<file path="config.mk">
export PLATFORM = sky130hd
export DESIGN_NAME = issue_hazard_scoreboard
export DESIGN_NICKNAME = d
export VERILOG_FILES = /design/src/rtl/issue_hazard_scoreboard.sv
export SDC_FILE = /design/constraint.sdc
export NUM_CORES = 1
export LEC_CHECK = 0
export CAP_MARGIN = 40
export CORE_ASPECT_RATIO = 1.5
export CORE_MARGIN = 3
export CORE_UTILIZATION = 55
export DETAILED_ROUTE_END_ITERATION = 8
export PLACE_DENSITY_LB_ADDON = 0.2
export SYNTH_ARGS = -nofsm -noshare
export SYNTH_HDL_FRONTEND = slang
export SYNTH_SLANG_ARGS = --single-unit
</file>
<file path="constraint.sdc">
create_clock -name clk -period 8.5 [get_ports clk]
set_input_delay 0.85 -clock clk [delete_from_list [all_inputs] [get_ports clk]]
set_output_delay 0.85 -clock clk [all_outputs]
set_load 0.01 [all_outputs]
</file>
<file path="src/rtl/issue_hazard_scoreboard.sv">
// issue_hazard_scoreboard
// Dual-issue hazard controller in front of the register file. It tracks the
// in-flight even-pipe and odd-pipe destinations, each with a countdown to
// writeback. Every cycle it decides whether the issuing pair may proceed, and
// it registers six operand forward selects that the register file uses on the
// following cycle.
//
// Ports
//   clk                     clock
//   Reset                   synchronous active-high reset
//   Flush                   synchronous clear of all in-flight state
//   IssueE / IssueO         even / odd slot holds a valid instruction
//   RAE,RBE,RCE / RAO,...   source registers of each slot
//   UseE / UseO             source-valid masks {A,B,C}
//   RTE / RTO               destination registers
//   WrE / WrO               instruction writes its destination
//   LatE / LatO             issue-to-writeback latency (0 is taken as 1)
//   Stall                   combinational; the pair is not accepted
//   ForwardE1..ForwardO3    registered forward selects
//                           (01010 DataE, 11000 DataO, 00000 register path)
//   PairHazard              combinational; intra-pair RAW/WAW (decode error)
//   StallCount              count of stalled issue cycles
//
// Optional feature: define SCOREBOARD_STATS_EN to build the saturating stall
// counter. When it is not defined, StallCount is tied to zero.
module issue_hazard_scoreboard #(
  parameter int unsigned DEPTH = 8,
  parameter int unsigned ADDRW = 7,
  parameter int unsigned LATW  = 3
) (
  input  logic             clk,
  input  logic             Reset,
  input  logic             Flush,
  input  logic             IssueE,
  input  logic             IssueO,
  input  logic [ADDRW-1:0] RAE,
  input  logic [ADDRW-1:0] RBE,
  input  logic [ADDRW-1:0] RCE,
  input  logic [ADDRW-1:0] RAO,
  input  logic [ADDRW-1:0] RBO,
  input  logic [ADDRW-1:0] RCO,
  input  logic [2:0]       UseE,
  input  logic [2:0]       UseO,
  input  logic [ADDRW-1:0] RTE,
  input  logic [ADDRW-1:0] RTO,
  input  logic             WrE,
  input  logic             WrO,
  input  logic [LATW-1:0]  LatE,
  input  logic [LATW-1:0]  LatO,
  output logic             Stall,
  output logic [4:0]       ForwardE1,
  output logic [4:0]       ForwardE2,
  output logic [4:0]       ForwardE3,
  output logic [4:0]       ForwardO1,
  output logic [4:0]       ForwardO2,
  output logic [4:0]       ForwardO3,
  output logic             PairHazard,
  output logic [31:0]      StallCount
);

  localparam int unsigned NOPS = 6;
  localparam int unsigned IDXW = (DEPTH > 1) ? $clog2(DEPTH) : 1;
  localparam logic [4:0]  FWD_E    = 5'b01010;
  localparam logic [4:0]  FWD_O    = 5'b11000;
  localparam logic [4:0]  FWD_NONE = 5'b00000;

  // Scoreboard storage, one set of slots per pipe.
  logic [DEPTH-1:0] e_vld;
  logic [DEPTH-1:0] o_vld;
  logic [ADDRW-1:0] e_reg [DEPTH];
  logic [ADDRW-1:0] o_reg [DEPTH];
  logic [LATW-1:0]  e_rem [DEPTH];
  logic [LATW-1:0]  o_rem [DEPTH];

  // Operand index order: 0..2 = even A,B,C; 3..5 = odd A,B,C.
  logic [ADDRW-1:0] op_addr [NOPS];
  logic [NOPS-1:0]  op_act;

  logic [NOPS-1:0]  fwd_e_hit;
  logic [NOPS-1:0]  fwd_o_hit;
  logic [NOPS-1:0]  blk_hit;

  logic             waw_e_hit;
  logic             waw_o_hit;
  logic             e_full;
  logic             o_full;
  logic [IDXW-1:0]  e_free_idx;
  logic [IDXW-1:0]  o_free_idx;

  logic             need_e;
  logic             need_o;
  logic             raw_stall;
  logic             accept;
  logic             alloc_e;
  logic             alloc_o;
  logic [LATW-1:0]  rem_init_e;
  logic [LATW-1:0]  rem_init_o;

  logic [4:0]       fwd_nxt [NOPS];
  logic [4:0]       fwd_q   [NOPS];

  // Gather the six operands and which of them are live this cycle.
  always_comb begin
    op_addr[0] = RAE;
    op_addr[1] = RBE;
    op_addr[2] = RCE;
    op_addr[3] = RAO;
    op_addr[4] = RBO;
    op_addr[5] = RCO;
    op_act = {IssueO & UseO[0], IssueO & UseO[1], IssueO & UseO[2],
              IssueE & UseE[0], IssueE & UseE[1], IssueE & UseE[2]};
  end

  // Classify each operand against both pipes. A producer one cycle from
  // writeback is forwardable; anything further out, or writing back right
  // now, lands too late for the read and must stall.
  always_comb begin
    fwd_e_hit = '0;
    fwd_o_hit = '0;
    blk_hit   = '0;
    for (int k = 0; k < int'(NOPS); k++) begin
      for (int i = 0; i < int'(DEPTH); i++) begin
        if (e_vld[i] && (e_reg[i] == op_addr[k])) begin
          if (e_rem[i] == LATW'(1)) fwd_e_hit[k] = 1'b1;
          else                      blk_hit[k]   = 1'b1;
        end
        if (o_vld[i] && (o_reg[i] == op_addr[k])) begin
          if (o_rem[i] == LATW'(1)) fwd_o_hit[k] = 1'b1;
          else                      blk_hit[k]   = 1'b1;
        end
      end
    end
  end

  // Destination conflicts against anything still in flight in either pipe.
  always_comb begin
    waw_e_hit = 1'b0;
    waw_o_hit = 1'b0;
    for (int i = 0; i < int'(DEPTH); i++) begin
      if ((e_vld[i] && (e_reg[i] == RTE)) || (o_vld[i] && (o_reg[i] == RTE)))
        waw_e_hit = 1'b1;
      if ((e_vld[i] && (e_reg[i] == RTO)) || (o_vld[i] && (o_reg[i] == RTO)))
        waw_o_hit = 1'b1;
    end
  end

  // Lowest free slot per pipe; a slot in writeback is still occupied.
  always_comb begin
    e_free_idx = '0;
    o_free_idx = '0;
    for (int i = int'(DEPTH) - 1; i >= 0; i--) begin
      if (!e_vld[i]) e_free_idx = IDXW'(i);
      if (!o_vld[i]) o_free_idx = IDXW'(i);
    end
  end

  assign e_full = &e_vld;
  assign o_full = &o_vld;

  // Pair-wide stall decision and acceptance.
  always_comb begin
    need_e    = IssueE & WrE;
    need_o    = IssueO & WrO;
    raw_stall = |(op_act & blk_hit);
    Stall     = raw_stall
              | (need_e & (waw_e_hit | e_full))
              | (need_o & (waw_o_hit | o_full));
    accept    = (IssueE | IssueO) & ~Stall & ~Flush & ~Reset;
    alloc_e   = accept & need_e;
    alloc_o   = accept & need_o;
  end

  // Stored countdown is one less than the latency: the issue cycle itself
  // counts as the first step toward writeback.
  assign rem_init_e = (LatE == '0) ? '0 : (LatE - LATW'(1));
  assign rem_init_o = (LatO == '0) ? '0 : (LatO - LATW'(1));

  // Intra-pair dependence that the scoreboard cannot see; reported only.
  assign PairHazard = IssueE & IssueO & WrE &
                      ((UseO[2] & (RAO == RTE)) |
                       (UseO[1] & (RBO == RTE)) |
                       (UseO[0] & (RCO == RTE)) |
                       (WrO & (RTO == RTE)));

  // Forward select for each operand of an accepted pair.
  always_comb begin
    for (int k = 0; k < int'(NOPS); k++) begin
      fwd_nxt[k] = FWD_NONE;
      if (accept && op_act[k]) begin
        if (fwd_e_hit[k])      fwd_nxt[k] = FWD_E;
        else if (fwd_o_hit[k]) fwd_nxt[k] = FWD_O;
      end
    end
  end

  // Even-pipe slots: count down, retire at zero, allocate on accept.
  always_ff @(posedge clk) begin
    if (Reset || Flush) begin
      e_vld <= '0;
    end else begin
      for (int i = 0; i < int'(DEPTH); i++) begin
        if (e_vld[i]) begin
          if (e_rem[i] == '0) e_vld[i] <= 1'b0;
          else                e_rem[i] <= e_rem[i] - LATW'(1);
        end
      end
      if (alloc_e) begin
        e_vld[e_free_idx] <= 1'b1;
        e_reg[e_free_idx] <= RTE;
        e_rem[e_free_idx] <= rem_init_e;
      end
    end
  end

  // Odd-pipe slots: same behaviour as the even pipe.
  always_ff @(posedge clk) begin
    if (Reset || Flush) begin
      o_vld <= '0;
    end else begin
      for (int i = 0; i < int'(DEPTH); i++) begin
        if (o_vld[i]) begin
          if (o_rem[i] == '0) o_vld[i] <= 1'b0;
          else                o_rem[i] <= o_rem[i] - LATW'(1);
        end
      end
      if (alloc_o) begin
        o_vld[o_free_idx] <= 1'b1;
        o_reg[o_free_idx] <= RTO;
        o_rem[o_free_idx] <= rem_init_o;
      end
    end
  end

  // Registered forward selects; zero after any non-accepted cycle.
  always_ff @(posedge clk) begin
    if (Reset || Flush) begin
      for (int k = 0; k < int'(NOPS); k++) fwd_q[k] <= FWD_NONE;
    end else begin
      for (int k = 0; k < int'(NOPS); k++) fwd_q[k] <= fwd_nxt[k];
    end
  end

  assign ForwardE1 = fwd_q[0];
  assign ForwardE2 = fwd_q[1];
  assign ForwardE3 = fwd_q[2];
  assign ForwardO1 = fwd_q[3];
  assign ForwardO2 = fwd_q[4];
  assign ForwardO3 = fwd_q[5];

`ifdef SCOREBOARD_STATS_EN
  // Saturating count of cycles where a valid pair was held back.
  logic [31:0] stall_cnt;

  always_ff @(posedge clk) begin
    if (Reset) begin
      stall_cnt <= '0;
    end else if ((IssueE | IssueO) && Stall && (stall_cnt != '1)) begin
      stall_cnt <= stall_cnt + 32'd1;
    end
  end

  assign StallCount = stall_cnt;
`else
  assign StallCount = '0;
`endif

endmodule
</file>
==> key figures, run 1 <==
Drt
  • Antenna Violating Nets Remaining: 0
  • Total wire length: just over 90 mm
  • TritonRoute pass-1 iters: 5
  • DR iter-0 viols: 2489
  • DR vias: roughly 19000
  • Vias per cell: 6.69
  • Remaining DRCs: 0
  • DR WL/cell: approximately 33 µm

STA
  • Final setup fails: 0
  • RSZ-0062 raised after global routing: false
  • Setup TNS: 0 ns
  • Final Cycle Share: 70.9%
  • Final Critical Period: approximately 6.0 ns
  • Slew HR: about 34%
  • Slew @ Worst Pin: roughly 1 ns
  • Final slew viol count: 0
  • Final hold vios: 0
  • Peak Freq: around 170 MHz
  • Worst Skew: ~0.016 ns

Layout
  • Antenna diodes: 0
  • Final net count: about 2400
  • Layout cells sized above 1: 6.68%
  • Area growth syn-to-layout: 4.59%
  • Finished Layout Cells: approximately 2800

Critical path
  • Flop2flop setup slack: around 3.3 ns
  • R2R depth: 13
  • Critical-path top delay cell: clkdlybuf4s50_1
  • Worst path required time: 7.65 ns
  • R2R Path Start: e_rem[1][1]
  • Worst EP arrival: 5.18 ns
  • CP max FO: 11
  • Reg2reg end: o_reg[6][2]
  • Max incr delay on CP: between 0.9 and 1 ns
  • Critical path launch point: RBO[2]
  • Crit-path cells: clkdlybuf4s50_1, buf_4, xor2_1, nor4_1, nand4_1, o2111ai_1, or3_1, o41ai_1, nand4_1, buf_4, or2_1, clkdlybuf4s50_1
  • Startpoint types: input pin
  • Crit path kind: input pin to output port
  • Crit. End Element: output port

Hold path
  • Hold EP: e_rem[3][0]
  • Hold path depth: 1
  • HP Class: flip-flop to flip-flop
  • Min-delay src: e_rem[3][0]

Place
  • Count of input and output buffers: 94
  • HPWL Detailed: 65.7 mm
  • Cells after DPL: about 2800
  • GP Congestion: 1.01

Power and ir drop
  • Pwr dens: ~100 nW/µm²
  • VDD IR max: between 100 and 150 µV
  • P_leak: between 0.006 and 0.007 µW

Synth
  • Cell taking the most area after synthesis: xnor2_1
  • Synth Flop Type: edfxtp_1
  • Synth Register Bits: ~190
  • Syn_area_per_cell: 9.14 µm²
  • Synth Instances: ~2400
  • Ys async rst share: 0%
  • EDFF count, synth: 160
  • Synth top area share: a little under 30%
  • Mapped cell area: 21700 µm²
  • Synth cell types: 67
  • Syn. warnings: 0
  • Sequential-to-total area share from yosys stat: between 20% and 30%
  • Synth top area cells: xnor2_1, edfxtp_1, xor2_1, nand4_1, buf_2

Global route
  • GR Overflow Total: 0
  • Initial antenna violation count: 1
  • Vias in the first global route: 18600
  • Largest net degree at the start of global routing: 40
  • Total GRT Usage: around 43%
  • First-pass GRT wire length: 131 mm

Clocking
  • Clock Sinks: about 190
  • Worst skew pair latency: about 0.47 ns
  • Post-CTS setup buffers: 0
  • Post-CTS resize count: 0
  • Cts bufs inserted: 17
  • CTS root buf: clkbuf_16
  • Clock tree from TritonCTS: done
  • Clk buf depth: 2
  • Worst-path clk slew: 0.07 ns
  • Hold Buf Count CTS: 0
  • H-tree levels: 4

Die
  • Initial Utilization: 56.1%
  • # IOs: between 100 and 150
  • Die Span X: between 150 and 200 µm
  • Rows: roughly 90
  • Core area: 38800 µm²
  • Die area: approximately 42000 µm²
  • Die Height: ~250 µm

Outcome
  • Status: finished, final reports clean

Run
  • Max-Cap Viols: 0
-- worst max-delay path by stage --
stage / to / slack (ns) / cells past startpoint
final: Stall / 2.47 / 12
after global routing: Stall / 2.46 / 12
after CTS: Stall / 2.62 / 12
after detailed placement: Stall / 2.66 / 12
after global placement: Stall / 2.58 / 12
after floorplan: e_rem[2][2] / 4.56 / 12
-- kinds of logic (layout without fill, tap and decap cells) --
family          count (synthesis)  after routing  synth area share (%)
compound gates                119            119                  3.91
xor+xnor                      940            940                  37.9
fa+ha+maj                      52             52                  2.99
buf+inv                       345            257                  9.59
flops                         194            194                  25.2
mux                            48             48                  2.41
other cells                     1             44                0.0172
simple gates                  680            680                  18.0
-- cell usage after synthesis, types with 3 or more instances --
cell type,count
xnor2_1,730
xor2_1,210
nand4_1,199
edfxtp_1,160
buf_2,153
nor3_1,100
buf_4,94
nor4_1,90
nand2_1,87
nor2_1,61
ha_1,52
inv_1,46
nand3_1,37
dfxtp_1,34
mux2i_1,32
nand2b_1,29
a31o_1,24
clkbuf_1,24
a21oi_1,23
o21ai_0,18
buf_6,16
nor2b_1,14
or4_1,13
o22ai_1,11
a2111oi_0,10
mux2_1,10
and2_1,9
buf_12,7
mux2_4,6
nor4_2,6
nor4_4,5
nor4b_1,5
or2_2,5
a22oi_1,4
o2111ai_1,4
a31oi_1,3
a41oi_1,3
buf_1,3
nor3_2,3
nor3b_1,3
o41ai_1,3
-- report_power, final --
part | internal (µW) | switching, µW
clock | 417 | 410
sequential | 1030 | 9.93
combinational | 197 | 292
total | 1640 | 712
-- worst max-delay path: cells and delay by family --
family / cells / cell delay (ns)
and+or+nand+nor: 5 / 1.09
AOI/OAI and AO/OA: 2 / 1.00
xor gates and xnor gates: 1 / 0.15
buffers and inverters: 4 / 2.06
-- stage by stage --
step | total power, µW | area, µm² | worst slack (ns) | utilization, % | hold WS [ns]
4_1_cts | 2350 | 22700 | 2.62 | 58.6 | 0.631
3_5_place_dp | 1530 | 22100 | 2.66 | 57.1 | 0.619
2_1_floorplan | 1420 | 21900 | 4.56 | - | 0.580
3_3_place_gp | 1520 | 22000 | 2.58 | 56.8 | 0.599
5_1_grt | 2420 | 22700 | 2.46 | 58.7 | 0.650
6_report | 2350 | 22700 | 2.47 | 58.7 | 0.627
-- layer usage --
layer | routed length, µm | global-route usage [%] | vias to the layer above
met2 | 40500 | 65.7 | 1488
met5 | 11 | 0 | -
met4 | 7850 | 29.1 | 2
li1 | - | - | 7936
met1 | 32900 | 52.7 | 9056
met3 | 10800 | 10.8 | 430
-- placed cells by master, fill, tap and decap left out, drive strengths merged, types with 16 or more instances in the layout --
cell and count:
dfxtp 34, nand4 199, xnor2 730, conb 44
mux2 16, nand3 37, nand2 87, nor2 61
mux2i 32, nor3 104, clkdlybuf4s50 84, ha 52
a21oi 23, clkbuf 17, o21ai 19, nor4 101
buf 94, edfxtp 160, a31o 26, nand2b 29
inv 54, xor2 210
-- cell type report --
| class | count | area (µm²) |
|---|---|---|
| multi-input cells | 1883 | 14300 |
| inverters | 46 | 173 |
| flip-flops and latches | 194 | 5490 |
| fillers | 3456 | 16000 |
| well taps | 495 | 619 |
| clock inverters | 15 | 164 |
| repair buffers | 179 | 1530 |
| clock buffers | 17 | 425 |
No activity file was read; power rests on OpenSTA's default activity.
==> inputs of run 2 (changes only) <==
==> constraint.sdc (replaced) <==
create_clock -name clk -period 5.2 [get_ports clk]
set_input_delay 0.52 -clock clk [delete_from_list [all_inputs] [get_ports clk]]
set_output_delay 0.52 -clock clk [all_outputs]
set_load 0.01 [all_outputs]
==> run 2 against run 1 <==
  * Design area increased by 3.1%
  * First-iteration DRC count increased by 5.7%
  * Power increased by 67%
  * Non-clock buffer count increased by 71
  * Count of clock-buffer cells in the layout unchanged
  * Clock skew decreased by 0.0040 ns
  * Worst setup slack got worse by 2.2 ns
  * Clock power increased by 66%
  * Sequential share of layout area decreased by 0.73 points
  * Combinational power increased by 74%
  * Global-route usage increased by 1.6 points
  * Largest cell class unchanged
  * Largest power group unchanged
==> key figures, run 2 (synthesis results as in run 1) <==
Outcome
  • Status: finished, final reports clean

Die
  • Die Height: roughly 250 µm
  • Initial Utilization: roughly 56%
  • Core area: between 30000 and 40000 µm²
  • Die area: between 40000 and 50000 µm²
  • Rows: slightly below 90
  • # IOs: 139
  • Die Span X: 168 µm

Layout
  • Most common cell after layout, fill and taps aside: xnor2_1
  • Final net count: ~2500
  • Layout cells sized above 1: under 10%
  • Area growth syn-to-layout: 7.87%
  • Commonest non-fill, non-tap cells in the layout: xnor2_1, xor2_1, nand4_1

Critical path
  • Max incr delay on CP: between 0.8 and 0.9 ns
  • Critical-path top delay cell: a2111oi_0
  • Critical path's top delay family: simple AND/OR/NAND/NOR gates
  • Worst path required time: between 4 and 5 ns
  • Crit. End Element: output port
  • Worst EP arrival: 4.38 ns
  • Stages on worst setup path: 11
  • Critical path launch point: o_rem[1][1]
  • R2R depth: 13
  • CP max FO: 4
  • Crit-path cells: inv_1, ha_1, nand2b_1, nand2_1, nor3_1, a2111oi_0, nand4_1, nand3_1, nand4_1, or2_1, clkdlybuf4s50_1
  • Startpoint types: flip-flop
  • Reg2reg end: o_reg[5][5]
  • Crit path top cell by count: nand4_1
  • Buf/Inv on CP: 2
  • R2R Path Start: o_rem[1][1]
  • Crit path kind: flip-flop to output port
  • Flop2flop setup slack: just over 0.7 ns

Clocking
  • Clock Sinks: just under 200
  • Worst-path clk slew: 0.08 ns
  • Post-CTS setup buffers: 0
  • Clk buf depth: 2
  • Cts bufs inserted: 17
  • H-tree levels: 4
  • Worst skew pair latency: around 0.47 ns
  • Clock tree from TritonCTS: done
  • CTS root buf: clkbuf_16

Drt
  • Total wire length: about 95 mm
  • DR WL/cell: 32.9 µm
  • TritonRoute pass-1 iters: 8
  • DR vias: about 20000
  • DR iter-0 viols: approximately 2600
  • Remaining DRCs: 0
  • Antenna Violating Nets Remaining: 0
  • Vias per cell: approximately 6.8

Place
  • GP Congestion: ~1.1
  • DP Worst Slack: ~0.4 ns
  • Count of input and output buffers: 94
  • HPWL Detailed: slightly below 70 mm

Hold path
  • Hold path depth: 1
  • HP Class: flip-flop to flip-flop
  • Min-delay src: o_rem[6][0]
  • Hold EP: o_rem[6][0]

STA
  • Final hold vios: 0
  • Final Hold Slack: between 0.6 and 0.7 ns
  • Final slew viol count: 0
  • Peak Freq: approximately 200 MHz
  • Final Cycle Share: between 90% and 100%
  • Worst Skew: roughly 0.012 ns
  • Setup TNS: 0 ns
  • Final worst slack: 0.304 ns
  • Slew @ Worst Pin: 0.922 ns
  • Slew HR: a little under two fifths
  • RSZ-0062 raised after global routing: false
  • Final setup fails: 0
  • Final Critical Period: 4.90 ns

Global route
  • GR Overflow Total: 0
  • Vias in the first global route: 19100
  • Initial antenna violation count: 2
  • Total GRT Usage: 44.5%
  • Largest net degree at the start of global routing: 32
  • First-pass GRT wire length: around 140 mm

Power and ir drop
  • P_leak: roughly 0.0073 µW
  • NetSw: about 1200 µW
  • VDD IR max: roughly 230 µV
  • Pwr dens: between 150 and 200 nW/µm²
  • Sw Share: a little under a third
  • Flop pwr share: between 40% and 50%
  • Combinational share of power: a little over a fifth
  • Clock power frac: between 30% and 40%
  • Internal power: between 2000 and 3000 µW

Run
  • Max-Cap Viols: 0
run 2: cell types whose count changed in the layout (fill, tap and decap cells not counted), sizes merged:
cell and delta:
buf +72, inv -3, diode +2, clkdlybuf4s15 -1, clkinv +3, bufinv -1
clkinvlp +1
run 2: stage by stage:
stage,utilization (%),area (µm²),instances,total power [µW]
floorplan,-,21900,2422,2320
global placement,58.9,22800,2863,2540
detailed placement,58.9,22800,2866,2550
CTS,60.5,23400,2898,3890
global route,60.5,23400,2900,4010
finish,60.5,23500,2902,3920
run 2: worst max-delay path by stage:
| stage | to | slack (ns) |
|---|---|---|
| final | Stall | 0.30 |
| after global routing | Stall | 0.30 |
| after CTS | Stall | 0.32 |
| after detailed placement | o_reg[5][1] | 0.40 |
| after global placement | o_reg[5][2] | 0.39 |
| after floorplan | e_rem[2][2] | 1.59 |
run 2: power by group through the flow:
stage	Sequential, µW	Clock (µW)	Combinational (µW)
after floorplan	1710	0	607
after global placement	1730	0	810
after detailed placement	1730	0	826
after CTS	1690	1370	829
after global routing	1690	1430	892
final	1690	1370	853
run 2: final cells by class:
cell class	instances	area, µm²
repair buffers	250	2230
clock inverters	15	170
flip-flops and latches	194	5490
fillers	3441	15300
inverters	46	173
well taps	495	619
diodes	2	5.00
clock buffers	17	425
multi-input cells	1883	14300
run 2: layer usage:
| metal | share of wire [%] | routed length (µm) | vias up | GRT usage, % |
|---|---|---|---|---|
| met3 | 13 | 12000 | 523 | 13.5 |
| met5 | 0.018 | 17 | - | 0 |
| met2 | 43 | 41000 | 1600 | 66.0 |
| met1 | 35 | 33100 | 9430 | 53.3 |
| met4 | 9.8 | 9390 | 2 | 34.7 |
| li1 | - | - | 8072 | - |
run 2: timing repair:
action | in CTS | in global routing
hold buffers | 0 | 0
setup endpoints to repair | 0 | 1
resized for setup | 0 | 1
==> inputs of run 3 (changes only) <==
==> constraint.sdc (replaced) <==
create_clock -name clk -period 5.1 [get_ports clk]
set_input_delay 0.51 -clock clk [delete_from_list [all_inputs] [get_ports clk]]
set_output_delay 0.51 -clock clk [all_outputs]
set_load 0.01 [all_outputs]
==> run 3 against run 2 <==
  * Via count decreased by 0.94%
  * Combinational power increased by 2%
  * Global-route usage decreased by 1.8 points
==> key figures, run 3 (synthesis results as in run 1) <==
Outcome
  • Status: finished, final reports clean

Run
  • Max-Cap Viols: 0

STA
  • Slew HR: approximately a third
  • Slew @ Worst Pin: approximately 0.99 ns
  • Final Critical Period: slightly below 5 ns
  • Final Cycle Share: 94.6%
  • Final setup fails: 0
  • Worst Skew: 0.0171 ns
  • Final slew viol count: 0
  • Setup TNS: 0 ns
  • Peak Freq: around 210 MHz
  • Final hold vios: 0
  • RSZ-0062 raised after global routing: false

Power and ir drop
  • Pwr dens: between 150 and 200 nW/µm²
  • P_leak: between 0.007 and 0.008 µW
  • VDD IR max: ~220 µV
  • Pwr Total: approximately 3900 µW

Layout
  • Area growth syn-to-layout: 7.66%
  • Most common cell after layout, fill and taps aside: xnor2_1
  • Antenna diodes: 0
  • Finished Layout Cells: between 2000 and 3000
  • Commonest non-fill, non-tap cells in the layout: xnor2_1, xor2_1, nand4_1
  • Fill cells: around 3400
  • Layout cells sized above 1: under 10%
  • Final core utilization: between 60% and 70%
  • Final net count: roughly 2500

Critical path
  • Worst path required time: about 4.6 ns
  • CP max FO: 4
  • Max incr delay on CP: roughly 0.67 ns
  • Crit path top cell by count: nand4_1
  • Critical-path top delay cell: a2111oi_0
  • Critical path's top delay family: simple AND/OR/NAND/NOR gates
  • Crit-path cells: inv_1, ha_1, nand2b_1, nand2_1, nor4_1, a2111oi_0, buf_4, nand4_1, nand3_1, nand4_1, or2_1, clkdlybuf4s50_1
  • Crit. End Element: output port
  • Worst EP arrival: roughly 4.3 ns
  • Crit path kind: flip-flop to output port
  • Buf/Inv on CP: 3
  • Startpoint types: flip-flop

Drt
  • DR vias: approximately 19000
  • DR WL/cell: between 30 and 40 µm
  • TritonRoute pass-1 iters: 8
  • DR iter-0 viols: roughly 2600
  • Remaining DRCs: 0
  • Antenna Violating Nets Remaining: 0
  • Total wire length: about 92 mm
  • Vias per cell: between 6 and 7

Clocking
  • Worst skew pair latency: roughly 0.47 ns
  • Clock Sinks: 194
  • H-tree levels: 4
  • Clk buf depth: 2
  • CTS root buf: clkbuf_16
  • Hold Buf Count CTS: 0
  • Clock tree from TritonCTS: done
  • Post-CTS resize count: 0
  • Worst-path clk slew: about 0.080 ns
  • Cts bufs inserted: 17
  • Post-CTS setup buffers: 0

Global route
  • GR Overflow Total: 0
  • Largest net degree at the start of global routing: 39
  • Initial antenna violation count: 0
  • First-pass GRT wire length: ~130 mm
  • Total GRT Usage: approximately 43%
  • Vias in the first global route: 19000

Hold path
  • HP Class: input pin to flip-flop

Place
  • HPWL Detailed: between 60 and 70 mm
  • Count of input and output buffers: 94
  • GP Congestion: around 1.1
  • Cells after DPL: about 2900

Die
  • Rows: 88
  • Die Height: between 200 and 250 µm
  • Die area: ~42000 µm²
  • Core area: between 30000 and 40000 µm²
  • # IOs: 139
  • Die Span X: about 170 µm
  • Initial Utilization: a little under three fifths
==> run 3: final cells by class <==
cell class              count  area [µm²]  area share (%)
multi-input cells        1883       14300            61.3
clock buffers              19         454            1.94
repair buffers            232        2240            9.56
well taps                 495         619            2.65
flip-flops and latches    194        5490            23.4
inverters                  46         173           0.738
clock inverters            13        96.3           0.412
==> run 3: report_power, final <==
part	total, µW	switching, µW	internal [µW]	leakage [µW]
sequential	1730	16.4	1710	0.00177
combinational	873	507	366	0.00526
clock	1310	653	662	0.000280
==> run 3: worst paths after layout <==
| path | from | depth (start not counted) | slack, ns | to |
|---|---|---|---|---|
| worst min register to register | o_rem[2][0] | 1 | 0.62 | o_rem[2][0] |
| worst min-delay path | RTO[0] | 1 | 0.46 | o_reg[5][0] |
| worst max register to register | o_rem[0][1] | 13 | 0.49 | e_rem[1][2] |
| worst max-delay path | o_rem[0][1] | 12 | 0.27 | Stall |
==> run 3: per-layer routing <==
metal	GRT usage (%)	wire length [µm]
met5	0	0
met4	34.5	9930
met3	10.4	11800
met2	63.8	39200
met1	51.8	31400
==> run 3: worst reg2reg max path: cells and delay by family, from the launching register on <==
family	cells	cell delay (ns)
flip-flops	1	0.38
AND/OR/NAND/NOR	7	2.06
AO/OA/AOI/OAI	1	0.67
buffers and inverters	3	0.69
adder cells (fa/ha/maj)	1	0.17
multiplexers	1	0.39
==> run 3: stage by stage <==
step           hold WS (ns)  area (µm²)  setup slack, ns
2_1_floorplan         0.580       21900             1.50
3_3_place_gp          0.598       22800            0.290
3_5_place_dp          0.609       22900            0.304
4_1_cts               0.428       23400            0.372
5_1_grt               0.447       23400            0.199
6_report              0.460       23400            0.275
